$ cat config.mk
export PLATFORM = sky130hd
export DESIGN_NAME = data_mem_arb_flat
export DESIGN_NICKNAME = d
export VERILOG_FILES = /design/src/rtl/data_mem_arb_if.sv /design/src/rtl/data_mem_arb.sv /design/src/flat_wrapper.sv
export SDC_FILE = /design/constraint.sdc
export NUM_CORES = 1
export LEC_CHECK = 0
export CAP_MARGIN = 20
export CORE_MARGIN = 10
export CORE_UTILIZATION = 38
export CTS_CLUSTER_DIAMETER = 80
export DETAILED_ROUTE_END_ITERATION = 12
export PLACE_DENSITY = 0.78
export SYNTH_ARGS = -nofsm -noshare
export SYNTH_HDL_FRONTEND = slang
export SYNTH_SLANG_ARGS = --single-unit
$ cat constraint.sdc
create_clock -name clk -period 1.6 [get_ports clk]
set_input_delay 0.24 -clock clk [delete_from_list [all_inputs] [get_ports clk]]
set_output_delay 0.24 -clock clk [all_outputs]
set_load 0.03 [all_outputs]
$ cat src/rtl/data_mem_arb_if.sv
// data_mem_arb_if: two requester ports and the data-memory bus of data_mem_arb
interface data_mem_arb_if;
  logic        a_req, a_wr, a_ack, a_err;
  logic [31:0] a_addr, a_wdata, a_rdata;
  logic        b_req, b_wr, b_ack, b_err;
  logic [31:0] b_addr, b_wdata, b_rdata;
  logic        mem_wr;
  logic [31:0] addr, data_input, data_output;
  modport master (
    output a_req, a_wr, a_addr, a_wdata, b_req, b_wr, b_addr, b_wdata, data_output,
    input  a_ack, a_rdata, a_err, b_ack, b_rdata, b_err, mem_wr, addr, data_input
  );
  modport slave (
    input  a_req, a_wr, a_addr, a_wdata, b_req, b_wr, b_addr, b_wdata, data_output,
    output a_ack, a_rdata, a_err, b_ack, b_rdata, b_err, mem_wr, addr, data_input
  );
endinterface

$ cat src/rtl/data_mem_arb.sv
// data_mem_arb: two-port arbiter in front of a single-port data memory, fixed 3-cycle access
module data_mem_arb #(
  parameter int ADDR_LIMIT = 32,
  parameter bit RR_EN      = 1'b1
) (
  input logic           clk,
  input logic           rst_n,
  input logic           run,
  data_mem_arb_if.slave bus
);
  localparam logic [1:0] IDLE = 2'd0, ACCESS = 2'd1, RESP = 2'd2;
  logic [1:0]  state;
  logic        l_wr, l_id, last_b, grant_b, in_range;
  logic [31:0] l_addr, l_wdata, rd;
  // l_id/last_b: 1 means port B; B wins a round-robin tie only if A was served last
  assign grant_b        = bus.b_req && (!bus.a_req || (RR_EN && !last_b));
  assign in_range       = l_addr < 32'(ADDR_LIMIT);
  assign rd             = in_range ? bus.data_output : '0;
  assign bus.mem_wr     = state == ACCESS && l_wr && in_range;
  assign bus.addr       = l_addr;
  assign bus.data_input = l_wdata;
  assign bus.a_ack      = state == RESP && !l_id;
  assign bus.b_ack      = state == RESP && l_id;
  always_ff @(posedge clk or negedge rst_n)
    if (!rst_n) begin
      state       <= IDLE;
      l_wr        <= 1'b0;
      l_id        <= 1'b0;
      last_b      <= 1'b0;
      l_addr      <= '0;
      l_wdata     <= '0;
      bus.a_rdata <= '0;
      bus.b_rdata <= '0;
      bus.a_err   <= 1'b0;
      bus.b_err   <= 1'b0;
    end else if (state == IDLE) begin
      if (run && (bus.a_req || bus.b_req)) begin
        state   <= ACCESS;
        l_id    <= grant_b;
        l_wr    <= grant_b ? bus.b_wr : bus.a_wr;
        l_addr  <= grant_b ? bus.b_addr : bus.a_addr;
        l_wdata <= grant_b ? bus.b_wdata : bus.a_wdata;
      end
    end else if (state == ACCESS) begin
      state <= RESP;
      if (l_id) begin
        bus.b_rdata <= rd;
        bus.b_err   <= !in_range;
      end else begin
        bus.a_rdata <= rd;
        bus.a_err   <= !in_range;
      end
    end else begin
      state  <= IDLE;
      last_b <= l_id;
    end
endmodule
$ cat src/flat_wrapper.sv
// flat-port wrapper written by rule: the top's interface ports become plain ports
module data_mem_arb_flat 
#(
  parameter int ADDR_LIMIT = 32,
  parameter bit RR_EN      = 1'b1
)
  (clk, rst_n, run, bus_a_req, bus_a_wr, bus_a_addr, bus_a_wdata, bus_b_req, bus_b_wr, bus_b_addr, bus_b_wdata, bus_data_output, bus_a_ack, bus_a_rdata, bus_a_err, bus_b_ack, bus_b_rdata, bus_b_err, bus_mem_wr, bus_addr, bus_data_input);
  data_mem_arb_if bus_i ();
  input logic clk;
  input logic rst_n;
  input logic run;
  input wire logic [$bits(bus_i.a_req)-1:0] bus_a_req;
  input wire logic [$bits(bus_i.a_wr)-1:0] bus_a_wr;
  input wire logic [$bits(bus_i.a_addr)-1:0] bus_a_addr;
  input wire logic [$bits(bus_i.a_wdata)-1:0] bus_a_wdata;
  input wire logic [$bits(bus_i.b_req)-1:0] bus_b_req;
  input wire logic [$bits(bus_i.b_wr)-1:0] bus_b_wr;
  input wire logic [$bits(bus_i.b_addr)-1:0] bus_b_addr;
  input wire logic [$bits(bus_i.b_wdata)-1:0] bus_b_wdata;
  input wire logic [$bits(bus_i.data_output)-1:0] bus_data_output;
  output wire logic [$bits(bus_i.a_ack)-1:0] bus_a_ack;
  output wire logic [$bits(bus_i.a_rdata)-1:0] bus_a_rdata;
  output wire logic [$bits(bus_i.a_err)-1:0] bus_a_err;
  output wire logic [$bits(bus_i.b_ack)-1:0] bus_b_ack;
  output wire logic [$bits(bus_i.b_rdata)-1:0] bus_b_rdata;
  output wire logic [$bits(bus_i.b_err)-1:0] bus_b_err;
  output wire logic [$bits(bus_i.mem_wr)-1:0] bus_mem_wr;
  output wire logic [$bits(bus_i.addr)-1:0] bus_addr;
  output wire logic [$bits(bus_i.data_input)-1:0] bus_data_input;
  assign bus_i.a_req = bus_a_req;
  assign bus_i.a_wr = bus_a_wr;
  assign bus_i.a_addr = bus_a_addr;
  assign bus_i.a_wdata = bus_a_wdata;
  assign bus_i.b_req = bus_b_req;
  assign bus_i.b_wr = bus_b_wr;
  assign bus_i.b_addr = bus_b_addr;
  assign bus_i.b_wdata = bus_b_wdata;
  assign bus_i.data_output = bus_data_output;
  assign bus_a_ack = bus_i.a_ack;
  assign bus_a_rdata = bus_i.a_rdata;
  assign bus_a_err = bus_i.a_err;
  assign bus_b_ack = bus_i.b_ack;
  assign bus_b_rdata = bus_i.b_rdata;
  assign bus_b_err = bus_i.b_err;
  assign bus_mem_wr = bus_i.mem_wr;
  assign bus_addr = bus_i.addr;
  assign bus_data_input = bus_i.data_input;
  data_mem_arb #(.ADDR_LIMIT(ADDR_LIMIT), .RR_EN(RR_EN)) u_core (.clk(clk), .rst_n(rst_n), .run(run), .bus(bus_i));
endmodule
# Word-level counts from Yosys, hierarchy flattened
# Index checks and enable logic that the tools add are counted.
# totals
out_inout_bits,133
word_cells,41
reg_bits,135
# classes
order_cmp,1
bitwise,3
n_mux,7
n_eq_ne,3
reduce_logical,17
# ops
operator,count
2-to-1 mux 32 bit,3
"less-than comparator 32 x 6 -> 1 bit, second input constant",1
logical AND 1 bit,6
2-to-1 mux 2 bit,3
AND reduction 3 bit,2
logical NOT 1 bit,4
AND reduction 2 bit,2
NOT 1 bit,3
"equality test 2 x 1 -> 1 bit, second input constant",1
"equality test 2 bit, second input constant",1
logical NOT 2 bit,1
logical OR 1 bit,2
"!= test 2 bit, second input constant",1
2-to-1 mux 1 bit,1

# Logic depth before layout (Yosys ltp)
# Gate-level depths: netlist (run 1).
# depth
ltp_word,4
mapped_depth,5

# Worst setup path after synthesis (run 1)
# OpenSTA, ideal clock, no wires.
# synth_path
path_type,register -> output
startpoint,"register u_core.l_addr[31], in the netlist u_core.bus.addr[31]"
endpoint,output bus_mem_wr
setup_slack_ps,-565
stages_incl_launch_ff,6
required_ps,1360
arrival_ps,1925
cell_sequence,dfrtp_1 > nor4_1 > nand2_1 > buf_2 > buf_2 > nor3_1
# synth_via
elab_chain_cells,2
# synth_rtl
element,line,rtl
"start, declared",data_mem_arb.sv:14,"logic [31:0] l_addr, l_wdata, rd;"
"start signal, assigned",data_mem_arb.sv:41,l_addr <= grant_b ? bus.b_addr : bus.a_addr;
less-than comparator 32 x 6 -> 1 bit,data_mem_arb.sv:17,assign in_range = l_addr < 32'(ADDR_LIMIT);
logical AND 1 bit,data_mem_arb.sv:19,assign bus.mem_wr = state == ACCESS && l_wr && in_range;
"end, declared",flat_wrapper.sv:27,output wire logic [$bits(bus_i.mem_wr)-1:0] bus_mem_wr;
# Every way passes these cells.

# Worst setup path in the final report (run 1)
# layout_path
startpoint,"register u_core.l_addr[16], in the netlist u_core.bus.addr[16]"
endpoint,output bus_mem_wr
# The elaborated chain is that of the path after synthesis.

==> results of run 1 <==
where the power goes:
| part | switching (µW) | leakage, µW | internal [µW] |
|---|---|---|---|
| clock | 1510 | 0.000269 | 2250 |
| combinational | 3600 | 0.00528 | 3290 |
| sequential | 591 | 0.00170 | 4120 |
| total | 5700 | 0.00725 | 9660 |
cells in the mapped netlist, drive strengths merged:
library cell and instances:
nand3b 33, nor3b 2, nand4 1, buf 27
mux2 132, and3b 1, nor4b 1, nor3 2
nand2b 1, o41ai 64, nor4 6, nand3 2
nor2 2, a21boi 1, dfrtp 135, o31a 1
or3b 1, clkbuf 21, nand2 66, o32a 1
nor2b 1
sequential cells by signal (all words and copies together) (netlist names):
register	count
u_core.bus.a_rdata	32
u_core.bus.addr	32
u_core.bus.b_rdata	32
u_core.bus.data_input	32
u_core.state	2
u_core.bus.a_err	1
u_core.bus.b_err	1
u_core.l_id	1
u_core.l_wr	1
u_core.last_b	1
per-stage QoR:
| step | std cells | hold slack (ps) |
|---|---|---|
| floorplan | 501 | -55.6 |
| global placement | 1030 | 134 |
| detailed placement | 1030 | 133 |
| CTS | 1107 | 287 |
| global route | 1137 | 304 |
| finish | 1137 | 290 |
worst max-delay path: cells and delay by family, from the launching register on:
family	cells	cell delay (ps)
simple gates	3	660
flops	1	430
buf+inv	2	330
kinds of logic (layout without fill, tap and decap cells):
group                  after synthesis  count (layout)  synth area share
buffers and inverters               48             462            0.0352
other                                0               2                 0
and+or+nand+nor                    119             119            0.0959
muxes                              132             132             0.227
DFF                                135             135             0.517
AOI/OAI and AO/OA                   67              67             0.124
layer usage:
layer / GRT usage / up-vias / share of wire
met2: 0.445 / 290 / 0.53
met1: 0.271 / 3251 / 0.37
met5: 0 / - / 0
met3: 0.0659 / 87 / 0.063
met4: 0.110 / 0 / 0.042
li1: - / 2718 / -
what timing repair did:
action / in CTS / in global routing
buffers inserted: 29 / 22
gates cloned: 19 / 15
endpoints found under the hold margin: 22 / 0
hold buffers: 1 / 0
gates resized for setup: 272 / 150
endpoints found under the setup margin: 264 / 146
pin swaps: 23 / 55
cells in the final DEF (no fill, tap or decap), types with 24 or more instances in the layout:
master | netlist | routed
sky130_fd_sc_hd__clkdlybuf4s50_1 | 0 | 165
sky130_fd_sc_hd__dfrtp_1 | 135 | 121
sky130_fd_sc_hd__dlygate4sd2_1 | 0 | 112
sky130_fd_sc_hd__mux2_4 | 0 | 89
sky130_fd_sc_hd__nand2_1 | 66 | 61
sky130_fd_sc_hd__buf_4 | 2 | 48
sky130_fd_sc_hd__o41ai_4 | 0 | 45
sky130_fd_sc_hd__mux2_2 | 132 | 43
sky130_fd_sc_hd__buf_6 | 2 | 35
sky130_fd_sc_hd__nand3b_1 | 33 | 33
sky130_fd_sc_hd__clkbuf_16 | 0 | 26
sky130_fd_sc_hd__buf_12 | 0 | 24
path summary, 6_finish.rpt:
path	endpoint	slack (ps)	cells past startpoint	startpoint
setup / recovery	bus_mem_wr	-460	5	u_core.bus.addr[16]
hold / removal	u_core.bus.a_rdata[30]	290	2	rst_n
setup reg to reg	u_core.bus.a_rdata[23]	-340	8	u_core.bus.addr[16]
hold reg to reg	u_core.bus.b_rdata[11]	480	2	u_core.bus.b_rdata[11]
max in group asynchronous	u_core.bus.addr[16]	750	3	rst_n
min in group clk	u_core.bus.a_rdata[4]	480	3	bus_data_output[4]
area by class of cell:
| cell class | count | area share |
|---|---|---|
| sequential | 135 | 0.260 |
| multi-input combinational | 318 | 0.318 |
| timing repair buffer | 431 | 0.359 |
| clock inverter | 8 | 0.00564 |
| tap | 220 | 0.0210 |
| antenna | 2 | 0.000383 |
| clock buffer | 23 | 0.0365 |
==> flow_summary.rst, run 1 <==
.. list-table::
   :header-rows: 1

   * - Metric
     - Value
   * - RSZ-0062 raised after global routing
     - yes
   * - Syn Std Cell Area
     - 6530 µm²
   * - Vias in the first global route
     - roughly 7000
   * - Post-detail-place hpwl
     - 18.2 mm
   * - Maximum number of pins on one net before global-route repair
     - 66
   * - Type of element launching the critical path
     - flip-flop
   * - Highest ir drop seen on vdd
     - 0.796 mV
   * - Reg area
     - 3400 µm²
   * - Horizontal extent of the die
     - roughly 150 µm
   * - Per-cell via count in the routed design
     - 5.58
   * - Required @ worst endpoint
     - 1360 ps
   * - Reg clk slew, reported paths
     - 60 ps
   * - Maximum clock path buffer count
     - 2
   * - Hold WC Path Type
     - primary input to asynchronous set/reset pin
   * - Floorplan die area
     - between 20000 and 25000 µm²
   * - Cell at the root of the clock tree
     - sky130_fd_sc_hd__clkbuf_16
   * - Slew at the pin with the worst max-slew slack
     - 462 ps
   * - Effective utilization at floorplan
     - 0.391
   * - Max-Slew Margin vs Limit
     - 0.692
   * - Final total negative setup slack
     - -24940 ps
   * - Count of TritonRoute iterations in the first routing pass
     - 6
   * - Wire length per cell
     - ~29 µm
   * - Remaining Overflow, GRT
     - 0
   * - Routability Congestion
     - 0.804
   * - Failing checks
     - negative setup slack
   * - Count of synthesis-stage warnings from yosys
     - 0
   * - PwrDens
     - 1170 nW/µm²
   * - Period utilisation layout
     - 1.29
   * - Maximum single-stage delay on the critical path
     - 430 ps
   * - Max Cap Viol
     - 0
   * - Final hold violation count
     - 0
   * - Max Freq
     - 485 MHz
   * - Total Wirelength
     - 32.5 mm
   * - Highest fanout seen on the critical path
     - 2
   * - Final Max Tran Viols
     - 0
   * - Count of final setup violators
     - 133
   * - First-pass GRT wire length
     - 42.9 mm
   * - Number of fill cells in the layout
     - 918
   * - Distinct cell type count of the synthesized netlist
     - 25
   * - Synthesized area per cell
     - 13.0 µm²
   * - Power, Total
     - 15400 µW
   * - Critical path data arrival time
     - 1820 ps
   * - H-tree levels
     - 4
   * - Critical path class
     - flip-flop to output pin
   * - Share of cells above drive strength 1
     - 0.442
   * - Finished Cell Area
     - 13100 µm²
   * - Relative area change from synthesis to final layout
     - 100%
   * - Antenna-violating nets left
     - 0
   * - Area post-placement
     - 10200 µm²
   * - Post-layout min period
     - about 2000 ps
   * - Final worst clock skew
     - 15.1 ps
   * - Post-Place Worst Slack
     - -536 ps
   * - Number of port buffers
     - 299
   * - Slowest library cell on the worst path
     - sky130_fd_sc_hd__dfrtp_2
   * - Number of buffers created by CTS
     - 17
   * - Clk Latency, worst-skew pair
     - 420 ps
   * - Die H
     - 151 µm
   * - DRC violations left
     - 0
   * - Number of top-level pins
     - 300
   * - Fraction of the yosys area taken by sequential cells
     - 0.517
   * - Kind of capture point of the worst setup path
     - output pin
   * - Static power due to leakage
     - 0.00725 µW
   * - Main area contributors after synthesis
     - sky130_fd_sc_hd__dfrtp_1 52%, sky130_fd_sc_hd__mux2_2 23%, sky130_fd_sc_hd__o41ai_2 7.5%, sky130_fd_sc_hd__o41ai_1 4.6%, sky130_fd_sc_hd__nand2_1 3.8%
   * - Antenna violations before repair
     - 2
   * - Core Region
     - 16700 µm²
   * - Status
     - finished, violations left
   * - Number of instances in the synthesized netlist
     - between 500 and 600
   * - DRC violation total after the first TritonRoute iteration
     - 317
   * - Synthesized netlist net count
     - roughly 670
   * - Multi-input combinational cell area
     - 4150 µm²
   * - Post-synthesis sequential element count
     - 135
   * - Proportion of netlist area held by the largest area contributor
     - 0.517
   * - CTS sink count
     - between 100 and 150
   * - Total routing usage reported by global routing
     - 0.249
   * - Cells traversed along the worst timing path
     - nor4_4, nand4_1, buf_6, nor3_4, buf_12
   * - Number of nets at the end of the flow
     - 1070
   * - Number of standard-cell rows in the floorplan
     - 47
   * - Total vias in the final route
     - 6346
   * - Worst-case setup margin in the final layout
     - -462 ps
   * - Clock tree from TritonCTS
     - yes
   * - End-of-flow core utilization
     - 0.783
   * - Biggest area consumer among synthesized cells
     - sky130_fd_sc_hd__dfrtp_1
Note: power is estimated with default switching activity, not from simulation.
==> run 2: changes to the inputs <==
--- a/config.mk
+++ b/config.mk
@@ -6,11 +6,13 @@
 export NUM_CORES = 1
 export LEC_CHECK = 0
 export CAP_MARGIN = 20
+export CORE_ASPECT_RATIO = 1.25
 export CORE_MARGIN = 10
 export CORE_UTILIZATION = 38
 export CTS_CLUSTER_DIAMETER = 80
 export DETAILED_ROUTE_END_ITERATION = 12
-export PLACE_DENSITY = 0.78
+export PLACE_DENSITY = 0.89
+export SKIP_LAST_GASP = 1
 export SYNTH_ARGS = -nofsm -noshare
 export SYNTH_HDL_FRONTEND = slang
 export SYNTH_SLANG_ARGS = --single-unit
==> run 2 against run 1 <==
The flow still finishes with violations (negative setup slack). Global-route usage decreased by 0.55 points. Maximum frequency decreased by 5.8%. Hold slack got worse by 11 ps. Utilization is 2.1 points lower. Total power down 0.37%.
==> flow_summary.rst, run 2 (synthesized netlist as in run 1, its figures left out) <==
.. list-table::
   :header-rows: 1

   * - Metric
     - Value
   * - Routability Congestion
     - 0.863
   * - Antenna-violating nets left
     - 0
   * - Total vias in the final route
     - approximately 6000
   * - Number of top-level pins
     - 300
   * - H-tree levels
     - 4
   * - Slew at the pin with the worst max-slew slack
     - 471 ps
   * - Remaining Overflow, GRT
     - 0
   * - Max Freq
     - roughly 460 MHz
   * - Highest fanout seen on the critical path
     - 3
   * - DRC violations left
     - 0
   * - Finished Cell Area
     - ~13000 µm²
   * - PwrDens
     - 1190 nW/µm²
   * - Worst-case setup margin in the final layout
     - -589 ps
   * - Clk Latency, worst-skew pair
     - 410 ps
   * - Kind of cell adding the most delay to the critical path
     - simple AND/OR/NAND/NOR gates
   * - Final Max Tran Viols
     - 0
   * - Switching Fraction
     - 0.360
   * - Horizontal extent of the die
     - roughly 140 µm
   * - Static power due to leakage
     - roughly 0.0071 µW
   * - Type of element launching the critical path
     - flip-flop
   * - Vias in the first global route
     - 6773
   * - Maximum clock path buffer count
     - 2
   * - Relative area change from synthesis to final layout
     - 96.4%
   * - Failing checks
     - negative setup slack
   * - Final worst clock skew
     - approximately 12 ps
   * - Kind of capture point of the worst setup path
     - output pin
   * - First-pass GRT wire length
     - 42.8 mm
   * - Internal power component
     - 9800 µW
   * - Count of final setup violators
     - 134
   * - Number of buffers created by CTS
     - 17
   * - Most frequent standard cell in the layout excluding fill and tap cells
     - sky130_fd_sc_hd__clkdlybuf4s50_1
   * - Number of nets at the end of the flow
     - 1056
   * - Max Cap Viol
     - 0
   * - Cell at the root of the clock tree
     - sky130_fd_sc_hd__clkbuf_16
   * - Total Wirelength
     - 29.5 mm
   * - Slowest library cell on the worst path
     - sky130_fd_sc_hd__dfrtp_2
   * - CTS sink count
     - about 140
   * - Portion of total power attributed to sequential cells
     - 0.303
   * - DRC violation total after the first TritonRoute iteration
     - 225
   * - Commonest cells after routing, fill and taps aside
     - 164 x sky130_fd_sc_hd__clkdlybuf4s50_1, 123 x sky130_fd_sc_hd__dlygate4sd2_1, 122 x sky130_fd_sc_hd__dfrtp_1
   * - Clock tree from TritonCTS
     - yes
   * - Highest ir drop seen on vdd
     - 0.549 mV
   * - Per-cell via count in the routed design
     - around 5.4
   * - Hold WC Path Type
     - primary input to asynchronous set/reset pin
   * - Critical path class
     - flip-flop to output pin
   * - Buffers & Inverters on Critical Path
     - 2
   * - Maximum number of pins on one net before global-route repair
     - 66
   * - Number of port buffers
     - between 200 and 300
   * - Effective utilization at floorplan
     - 0.388
   * - RSZ-0062 raised after global routing
     - yes
   * - Critical path data arrival time
     - 1950 ps
   * - Floorplan die area
     - roughly 23000 µm²
   * - Status
     - finished, violations left
   * - Sw Pwr
     - 5500 µW
   * - Number of fill cells in the layout
     - 937
   * - Core Region
     - 16800 µm²
   * - Post-detail-place hpwl
     - 17.4 mm
   * - Period utilisation layout
     - 1.37
   * - Count of TritonRoute iterations in the first routing pass
     - 4
   * - Share of cells above drive strength 1
     - 0.418
   * - Final hold violation count
     - 0
   * - Post-Place Worst Slack
     - -522 ps
   * - Reg clk slew, reported paths
     - 60 ps
   * - Number of standard-cell rows in the floorplan
     - 53
   * - Logic pwr share
     - 0.433
   * - Multi-input combinational cell area
     - 4120 µm²
   * - Total routing usage reported by global routing
     - 0.243
   * - Die H
     - 167 µm
   * - Area post-placement
     - 10200 µm²
   * - Reg area
     - 3390 µm²
   * - Max-Slew Margin vs Limit
     - 0.686
   * - Post-layout min period
     - 2190 ps
   * - Maximum single-stage delay on the critical path
     - 430 ps
   * - Required @ worst endpoint
     - 1360 ps
   * - Relative contribution of the clock network to total power
     - 0.265
   * - Cells traversed along the worst timing path
     - nor4_1, nand4_1, buf_6, nor3_4, buf_12
   * - Antenna violations before repair
     - 2
   * - Wire length per cell
     - 26.3 µm
   * - Final total negative setup slack
     - -34350 ps
-- run 2: cell count changes in the layout (fill, tap and decap cells not counted), moves of 7 or more --
| cell | previous run | this run |
|---|---|---|
| sky130_fd_sc_hd__o41ai_4 | 45 | 38 |
| sky130_fd_sc_hd__dlygate4sd2_1 | 112 | 123 |
| sky130_fd_sc_hd__clkbuf_2 | 13 | 5 |
| sky130_fd_sc_hd__buf_16 | 15 | 8 |
| sky130_fd_sc_hd__mux2_2 | 43 | 16 |
| sky130_fd_sc_hd__mux2_4 | 89 | 116 |
| sky130_fd_sc_hd__buf_6 | 35 | 23 |
| sky130_fd_sc_hd__buf_8 | 5 | 12 |
| sky130_fd_sc_hd__o41ai_2 | 19 | 26 |
-- run 2: power groups by stage --
stage,clock (µW),combinational [µW],sequential (µW)
after CTS,4080,6220,4550
after global placement,0,5510,4560
after floorplan,0,1590,5890
after global routing,4290,6890,4700
final,4050,6620,4630
after detailed placement,0,5600,4590
-- run 2: per-stage QoR --
stage	hold slack, ps	cells	util	power [µW]
after floorplan	-55.6	501	-	7470
after global placement	140	1023	0.604	10100
after detailed placement	147	1023	0.604	10200
after CTS	270	1106	0.729	14900
after global routing	293	1123	0.762	15900
final	279	1124	0.762	15300
-- run 2: layer usage --
metal,global-route usage,part of all wire
met5,0,0
met1,0.264,0.36
met3,0.0831,0.082
met2,0.426,0.53
met4,0.0863,0.031
-- run 2: cell type report --
cell class	count	area share
sequential	135	0.265
clock buffer	19	0.0353
multi-input combinational	318	0.321
tap	220	0.0215
antenna	2	0.000390
clock inverter	13	0.0120
timing repair buffer	417	0.345
-- run 2: repair_timing --
action	in CTS	in global routing
gates resized for setup	299	143
buffers inserted	30	37
endpoints found under the hold margin	26	0
hold buffers	1	0
pin swaps	63	21
cloned	21	3
endpoints found under the setup margin	262	142
-- run 2: final timing paths --
check / depth (start not counted) / end / slack [ps] / start
min in group clk: 2 / u_core.bus.b_rdata[9] / 470 / u_core.bus.b_rdata[9]
setup reg to reg: 8 / u_core.bus.a_rdata[18] / -520 / u_core.bus.addr[27]
max in group asynchronous: 3 / u_core.bus.data_input[31] / 690 / rst_n
hold reg to reg: 2 / u_core.bus.b_rdata[9] / 470 / u_core.bus.b_rdata[9]
hold / removal: 2 / u_core.bus.b_rdata[18] / 280 / rst_n
setup / recovery: 5 / bus_mem_wr / -590 / u_core.bus.addr[27]
